--- src/rtl/cache_arb_pkg.sv ---
// Shared constants for the cache read arbiter: FSM states, owner encoding and read types.
package cache_arb_pkg;

    localparam logic ARB_IDLE = 1'b0;
    localparam logic ARB_BUSY = 1'b1;

    localparam logic OWNER_I = 1'b0;
    localparam logic OWNER_D = 1'b1;

    localparam logic [1:0] RD_TYPE_WORD  = 2'b00;
    localparam logic [1:0] RD_TYPE_LINE  = 2'b01;
    localparam logic [1:0] RD_TYPE_DLINE = 2'b10;

    typedef enum logic {
        StIdle = ARB_IDLE,
        StBusy = ARB_BUSY
    } arb_state_e;

endpackage

--- src/rtl/cache_arb_rr2.sv ---
// Two-way round-robin pick: a lone requester wins, on a tie the side not granted last wins.
module cache_arb_rr2
    import cache_arb_pkg::*;
(
    input  logic i_req_i,
    input  logic i_req_d,
    input  logic i_rr_last,
    output logic o_valid,
    output logic o_winner
);

    always_comb begin
        o_valid  = i_req_i | i_req_d;
        o_winner = OWNER_I;
        if (i_req_i && i_req_d) begin
            o_winner = ~i_rr_last;
        end else if (i_req_d) begin
            o_winner = OWNER_D;
        end
    end

endmodule

--- src/rtl/cache_rd_arbiter.sv ---
// Shares one bridge read channel between I-side and D-side with round-robin grant.
// Define CACHE_ARB_PERF_EN to add saturating grant/conflict performance counters.
module cache_rd_arbiter
    import cache_arb_pkg::*;
#(
    parameter int unsigned ADDR_W = 32,
    parameter int unsigned DATA_W = 256
`ifdef CACHE_ARB_PERF_EN
    ,
    parameter int unsigned PERF_W = 32
`endif
) (
    input  logic              clk,
    input  logic              reset,

    input  logic              i_rd_req,
    input  logic [1:0]        i_rd_type,
    input  logic [ADDR_W-1:0] i_rd_addr,
    output logic              i_rd_rdy,
    output logic              i_ret_valid,
    output logic              i_ret_half,
    output logic [DATA_W-1:0] i_ret_data,

    input  logic              d_rd_req,
    input  logic [1:0]        d_rd_type,
    input  logic [ADDR_W-1:0] d_rd_addr,
    output logic              d_rd_rdy,
    output logic              d_ret_valid,
    output logic              d_ret_half,
    output logic [DATA_W-1:0] d_ret_data,

    output logic              axi_rd_req,
    output logic [1:0]        axi_rd_type,
    output logic [ADDR_W-1:0] axi_rd_addr,
    input  logic              axi_rd_rdy,
    input  logic              axi_ret_valid,
    input  logic              axi_ret_half,
    input  logic [DATA_W-1:0] axi_ret_data,

    output logic              arb_busy
`ifdef CACHE_ARB_PERF_EN
    ,
    output logic [PERF_W-1:0] perf_i_grant,
    output logic [PERF_W-1:0] perf_d_grant,
    output logic [PERF_W-1:0] perf_conflict
`endif
);

    arb_state_e r_state;
    arb_state_e w_state_next;
    logic       r_owner;
    logic       r_rr_last;
    logic       w_valid;
    logic       w_winner;
    logic       w_hs;

    cache_arb_rr2 u_rr2 (
        .i_req_i   (i_rd_req),
        .i_req_d   (d_rd_req),
        .i_rr_last (r_rr_last),
        .o_valid   (w_valid),
        .o_winner  (w_winner)
    );

    always_ff @(posedge clk) begin
        if (reset) begin
            r_state   <= StIdle;
            r_owner   <= OWNER_I;
            r_rr_last <= OWNER_D;
        end else begin
            r_state <= w_state_next;
            if (w_hs) begin
                r_owner   <= w_winner;
                r_rr_last <= w_winner;
            end
        end
    end

    // Every output is forced low while reset is high, even if state is still BUSY.
    always_comb begin
        w_state_next = r_state;
        w_hs         = 1'b0;
        axi_rd_req   = 1'b0;
        axi_rd_type  = '0;
        axi_rd_addr  = '0;
        i_rd_rdy     = 1'b0;
        d_rd_rdy     = 1'b0;
        i_ret_valid  = 1'b0;
        i_ret_half   = 1'b0;
        i_ret_data   = '0;
        d_ret_valid  = 1'b0;
        d_ret_half   = 1'b0;
        d_ret_data   = '0;
        arb_busy     = 1'b0;
        if (!reset) begin
            case (r_state)
                StIdle: begin
                    if (w_valid) begin
                        axi_rd_req = 1'b1;
                        w_hs       = axi_rd_rdy;
                        if (w_winner == OWNER_D) begin
                            axi_rd_type = d_rd_type;
                            axi_rd_addr = d_rd_addr;
                            d_rd_rdy    = axi_rd_rdy;
                        end else begin
                            axi_rd_type = i_rd_type;
                            axi_rd_addr = i_rd_addr;
                            i_rd_rdy    = axi_rd_rdy;
                        end
                        if (w_hs) begin
                            w_state_next = StBusy;
                        end
                    end
                end
                StBusy: begin
                    arb_busy = 1'b1;
                    if (r_owner == OWNER_D) begin
                        d_ret_valid = axi_ret_valid;
                        d_ret_half  = axi_ret_half;
                        d_ret_data  = axi_ret_data;
                    end else begin
                        i_ret_valid = axi_ret_valid;
                        i_ret_half  = axi_ret_half;
                        i_ret_data  = axi_ret_data;
                    end
                    if (axi_ret_valid) begin
                        w_state_next = StIdle;
                    end
                end
                default: w_state_next = StIdle;
            endcase
        end
    end

`ifdef CACHE_ARB_PERF_EN
    logic [PERF_W-1:0] r_perf_i;
    logic [PERF_W-1:0] r_perf_d;
    logic [PERF_W-1:0] r_perf_c;
    logic              w_conflict;

    assign w_conflict = (r_state == StIdle) && i_rd_req && d_rd_req;

    always_ff @(posedge clk) begin
        if (reset) begin
            r_perf_i <= '0;
            r_perf_d <= '0;
            r_perf_c <= '0;
        end else begin
            if (w_hs && (w_winner == OWNER_I) && (r_perf_i != '1)) begin
                r_perf_i <= r_perf_i + PERF_W'(1);
            end
            if (w_hs && (w_winner == OWNER_D) && (r_perf_d != '1)) begin
                r_perf_d <= r_perf_d + PERF_W'(1);
            end
            if (w_conflict && (r_perf_c != '1)) begin
                r_perf_c <= r_perf_c + PERF_W'(1);
            end
        end
    end

    assign perf_i_grant  = reset ? '0 : r_perf_i;
    assign perf_d_grant  = reset ? '0 : r_perf_d;
    assign perf_conflict = reset ? '0 : r_perf_c;
`endif

endmodule
--- config.mk ---
export PLATFORM = sky130hd
export DESIGN_NAME = cache_rd_arbiter
export DESIGN_NICKNAME = d
export VERILOG_FILES = /design/src/rtl/cache_arb_pkg.sv /design/src/rtl/cache_arb_rr2.sv /design/src/rtl/cache_rd_arbiter.sv
export SDC_FILE = /design/constraint.sdc
export NUM_CORES = 1
export LEC_CHECK = 0
export BUFFER_PORTS_ARGS = -buffer_cell sky130_fd_sc_hd__clkbuf_2
export CAP_MARGIN = 25
export CORE_AREA = 2 2 340 342
export DETAILED_ROUTE_END_ITERATION = 8
export DIE_AREA = 0 0 342 344
export GPL_TIMING_DRIVEN = 0
export PLACE_DENSITY = 0.32
export SLEW_MARGIN = 20
export SYNTH_ARGS = -nofsm -noshare
export SYNTH_HDL_FRONTEND = slang
export SYNTH_SLANG_ARGS = --single-unit
--- constraint.sdc ---
create_clock -name clk -period 1.7 [get_ports clk]
set_input_delay 0.255 -clock clk [delete_from_list [all_inputs] [get_ports clk]]
set_output_delay 0.255 -clock clk [all_outputs]
set_load 0.01 [all_outputs]
==> flow_summary_export.csv <==
group,metric,value,unit
outcome,status,"finished, violations left",
outcome,violations,"negative setup slack",
floorplan,die_h,344,um
clocking,cts.sinks,3,
logic_synthesis,synth_cell_types,25,
critical_path,worstSetupEndpointType,"output pin",
place,hpwl,83300,um
clocking,cts.path.max_buffers,2,
logic_synthesis,yosys-top-cells-count,"and2_1 (258), and3_1 (258), clkbuf_1 (85), nand2_1 (68), a21oi_1 (25)",
floorplan,ioPinCount,885,
critical_path,path_max_fanout,10,
logic_synthesis,ys_ff_latch,3,
logic_synthesis,postSynthCellCount,735,
sta,tns,-77.10,ns
sta,period_share,1.15,
logic_synthesis,synth_top_cell_area_share,0.378,
global_routing,grt_pass1_vias,9414,
route,vias,9783,
logic_synthesis,synth_edf_count,0,
sta,setup_viol,529,
power_and_ir_drop,p_leak,7.72,nW
sta,fmax,512,MHz
logic_synthesis,synth-seq-area-share,0.0141,
global_routing,grt-ovfl-total,0,
logic_synthesis,syn-cell-area,4270,sq um
place,placed_area,10600,sq um
critical_path,r2r_cells,3,
finish,final_util,0.115,
clocking,ctsHoldBuffers,0,
critical_path,worst-path-stages,7,
finish,drive_above_1_share,0.669,
floorplan,die_x,342,um
clocking,cts_tree,"yes",
route,totalWireLength,91100,um
critical_path,crit_chain,"nand2b_4, nor2_4, buf_8, buf_12, clkbuf_8, and2_1, clkbuf_8",
sta,finalHoldViolations,0,
power_and_ir_drop,power_per_cell_area,239,nW/um^2
sta,rsz0062_at_grt,"yes",
route,viasPerCell,3.06,
route,ant_nets,0,
sta,maxSlewHeadroom,0.655,
clocking,clk-insertion-delay-late,0.22,ns
critical_path,crit_path_frequent_cell,"clkbuf_8",
critical_path,regToRegEndpoint,"r_owner$_SDFFE_PP0P_",
sta,whs,0.311,ns
route,first_pass_iters,5,
job,maxCapViolations,0,
sta,setup_slack,-0.254,ns
finish,finalInstanceArea,13100,sq um
clocking,cts-buffers-inserted,3,
floorplan,dieArea,118000,sq um
place,gp_congestion,0.895,
critical_path,regToRegStartpoint,"r_state$_SDFF_PP0_",
global_routing,antenna_found_initial,72,
worst_hold_path,hold_depth,3,
critical_path,crit_buf_inv,4,
finish,final_nets,1981,
logic_synthesis,yosys.area.top_type,"and2_1",
power_and_ir_drop,vdd.ir_drop.worst,197,uV
global_routing,grt_start_max_net_pins,11,
critical_path,start_kind,"register",
worst_hold_path,whs_endpoint,"r_rr_last$_SDFFE_PP1P_",
route,initialDrtViolationCount,495,
logic_synthesis,yosys_warnings,0,
logic_synthesis,syn_nets,1066,
sta,tightest_slew,0.517,ns
critical_path,crit_slowest_cell,"dfxtp_4",
logic_synthesis,synth-async-reset-ratio,0,
critical_path,crit_type,"register to output pin",
finish,area_growth,206,%
logic_synthesis,synth-main-ff-cell,"dfxtp_1",
global_routing,grt_usage,0.142,
logic_synthesis,synth_area_leaders,"and2_1 (38%), and3_1 (38%), clkbuf_1 (7.5%), nand2_1 (6.0%), a21oi_1 (2.9%)",
worst_hold_path,min-delay-start,"reset",
critical_path,cp.arrival,1.70,ns
floorplan,core_area,114000,sq um
critical_path,critical_path.max_stage_delay,0.35,ns
place,placement.io_buffers,884,
sta,clock_skew,0.00173,ns
worst_hold_path,hold_class,"input port to register",
clocking,root_buffer,"clkbuf_16",
sta,slew_violations,0,
sta,final.min_clock_period,1.95,ns
critical_path,regToRegSetupSlack,0.37,ns
floorplan,num_rows,124,
critical_path,crit_required,1.44,ns
floorplan,start_util,0.0375,
clocking,path_clk_slew,0.03,ns
global_routing,grt_pass1_wl,107000,um
logic_synthesis,avgSynthCellArea,5.81,sq um
critical_path,cp_top_family,"buffers and inverters",
route,wl_per_cell,28.5,um
clocking,htreeDepth,1,
route,drc,0,
-- where the power goes --
group	total, mW	switching [mW]	internal [mW]
logic	2.67	1.56	1.10
clock network	0.377	0.0668	0.310
registers	0.0814	0.00522	0.0762
total	3.12	1.63	1.49
-- layer usage --
metal / routed length (um) / vias to the layer above / part of all wire / GRT usage
met5: 146 / - / 0.0016 / 0
met4: 1450 / 22 / 0.016 / 0.0196
met3: 8750 / 82 / 0.096 / 0.0375
met2: 40900 / 699 / 0.45 / 0.229
met1: 39800 / 4649 / 0.44 / 0.193
li1: - / 4331 / - / -
-- sequential cells by signal, indices dropped and copies added (netlist names) --
signal     flops
r_owner        1
r_rr_last      1
r_state        1
-- worst min-delay path: cells and delay by family --
kind,cells,cell delay (ns)
buffers and inverters,2,0.18
AO/OA/AOI/OAI,1,0.06
-- how the worst max path moves through the flow --
stage | start | end | slack, ns
4_1_cts | r_state$_SDFF_PP0_ | i_ret_data[210] | -0.27
3_5_place_dp | reset | d_ret_data[224] | -1.27
5_1_grt | r_state$_SDFF_PP0_ | i_ret_data[117] | -0.30
2_1_floorplan | r_state$_SDFF_PP0_ | d_rd_rdy | 0.19
3_3_place_gp | r_owner$_SDFFE_PP0P_ | d_ret_data[224] | -1.50
6_report | r_state$_SDFF_PP0_ | i_ret_data[117] | -0.25
-- metrics by stage --
stage / setup WS [ns] / total power [mW] / cells
after floorplan: 0.195 / 0.706 / 735
after global placement: -1.50 / 2.23 / 3131
after detailed placement: -1.27 / 2.23 / 3131
after CTS: -0.272 / 2.94 / 3144
after global routing: -0.301 / 3.29 / 3165
final: -0.254 / 3.12 / 3200
-- logic make-up (layout without fill, tap and decap cells) --
logic type             Yosys count  count (layout)  share of synthesized area
buffers and inverters          101            1015                     0.0959
other                            0              39                          0
AO/OA/AOI/OAI                   41              41                     0.0633
flip-flops                       3               3                     0.0141
AND/OR/NAND/NOR                590             590                      0.827
-- timing repair --
| action | 4_1_cts | 5_1_grt |
|---|---|---|
| pin swaps | 15 | 14 |
| gates cloned | 3 | 11 |
| hold endpoints to repair | 0 | 0 |
| gates resized for setup | 372 | 222 |
| setup endpoints to repair | 555 | 544 |
| buffers inserted | 7 | 6 |
-- layout make-up --
class,instances,area [sq um]
flip-flops and latches,3,66.3
plain buffers,96,1200
inverters,4,27.5
fillers,13500,101000
multi-input cells,631,4070
repair buffers,911,5640
clock buffers,4,78.8
well taps,1512,1890
diodes,39,97.6
-- cells in the final DEF (no fill, tap or decap), types with 2 or more instances in the layout --
cell	instances
buf_6	28
clkbuf_1	6
buf_12	9
buf_16	2
nand2_1	67
clkbuf_4	14
a21oi_2	13
and3_1	253
a21oi_1	17
dfxtp_2	2
and2_4	65
diode_2	39
inv_1	3
clkbuf_8	58
and2_1	193
buf_8	33
buf_2	24
clkbuf_16	29
and3_4	4
buf_4	20
clkbuf_2	787
a21oi_4	4
(Power assumes the default switching activity.)
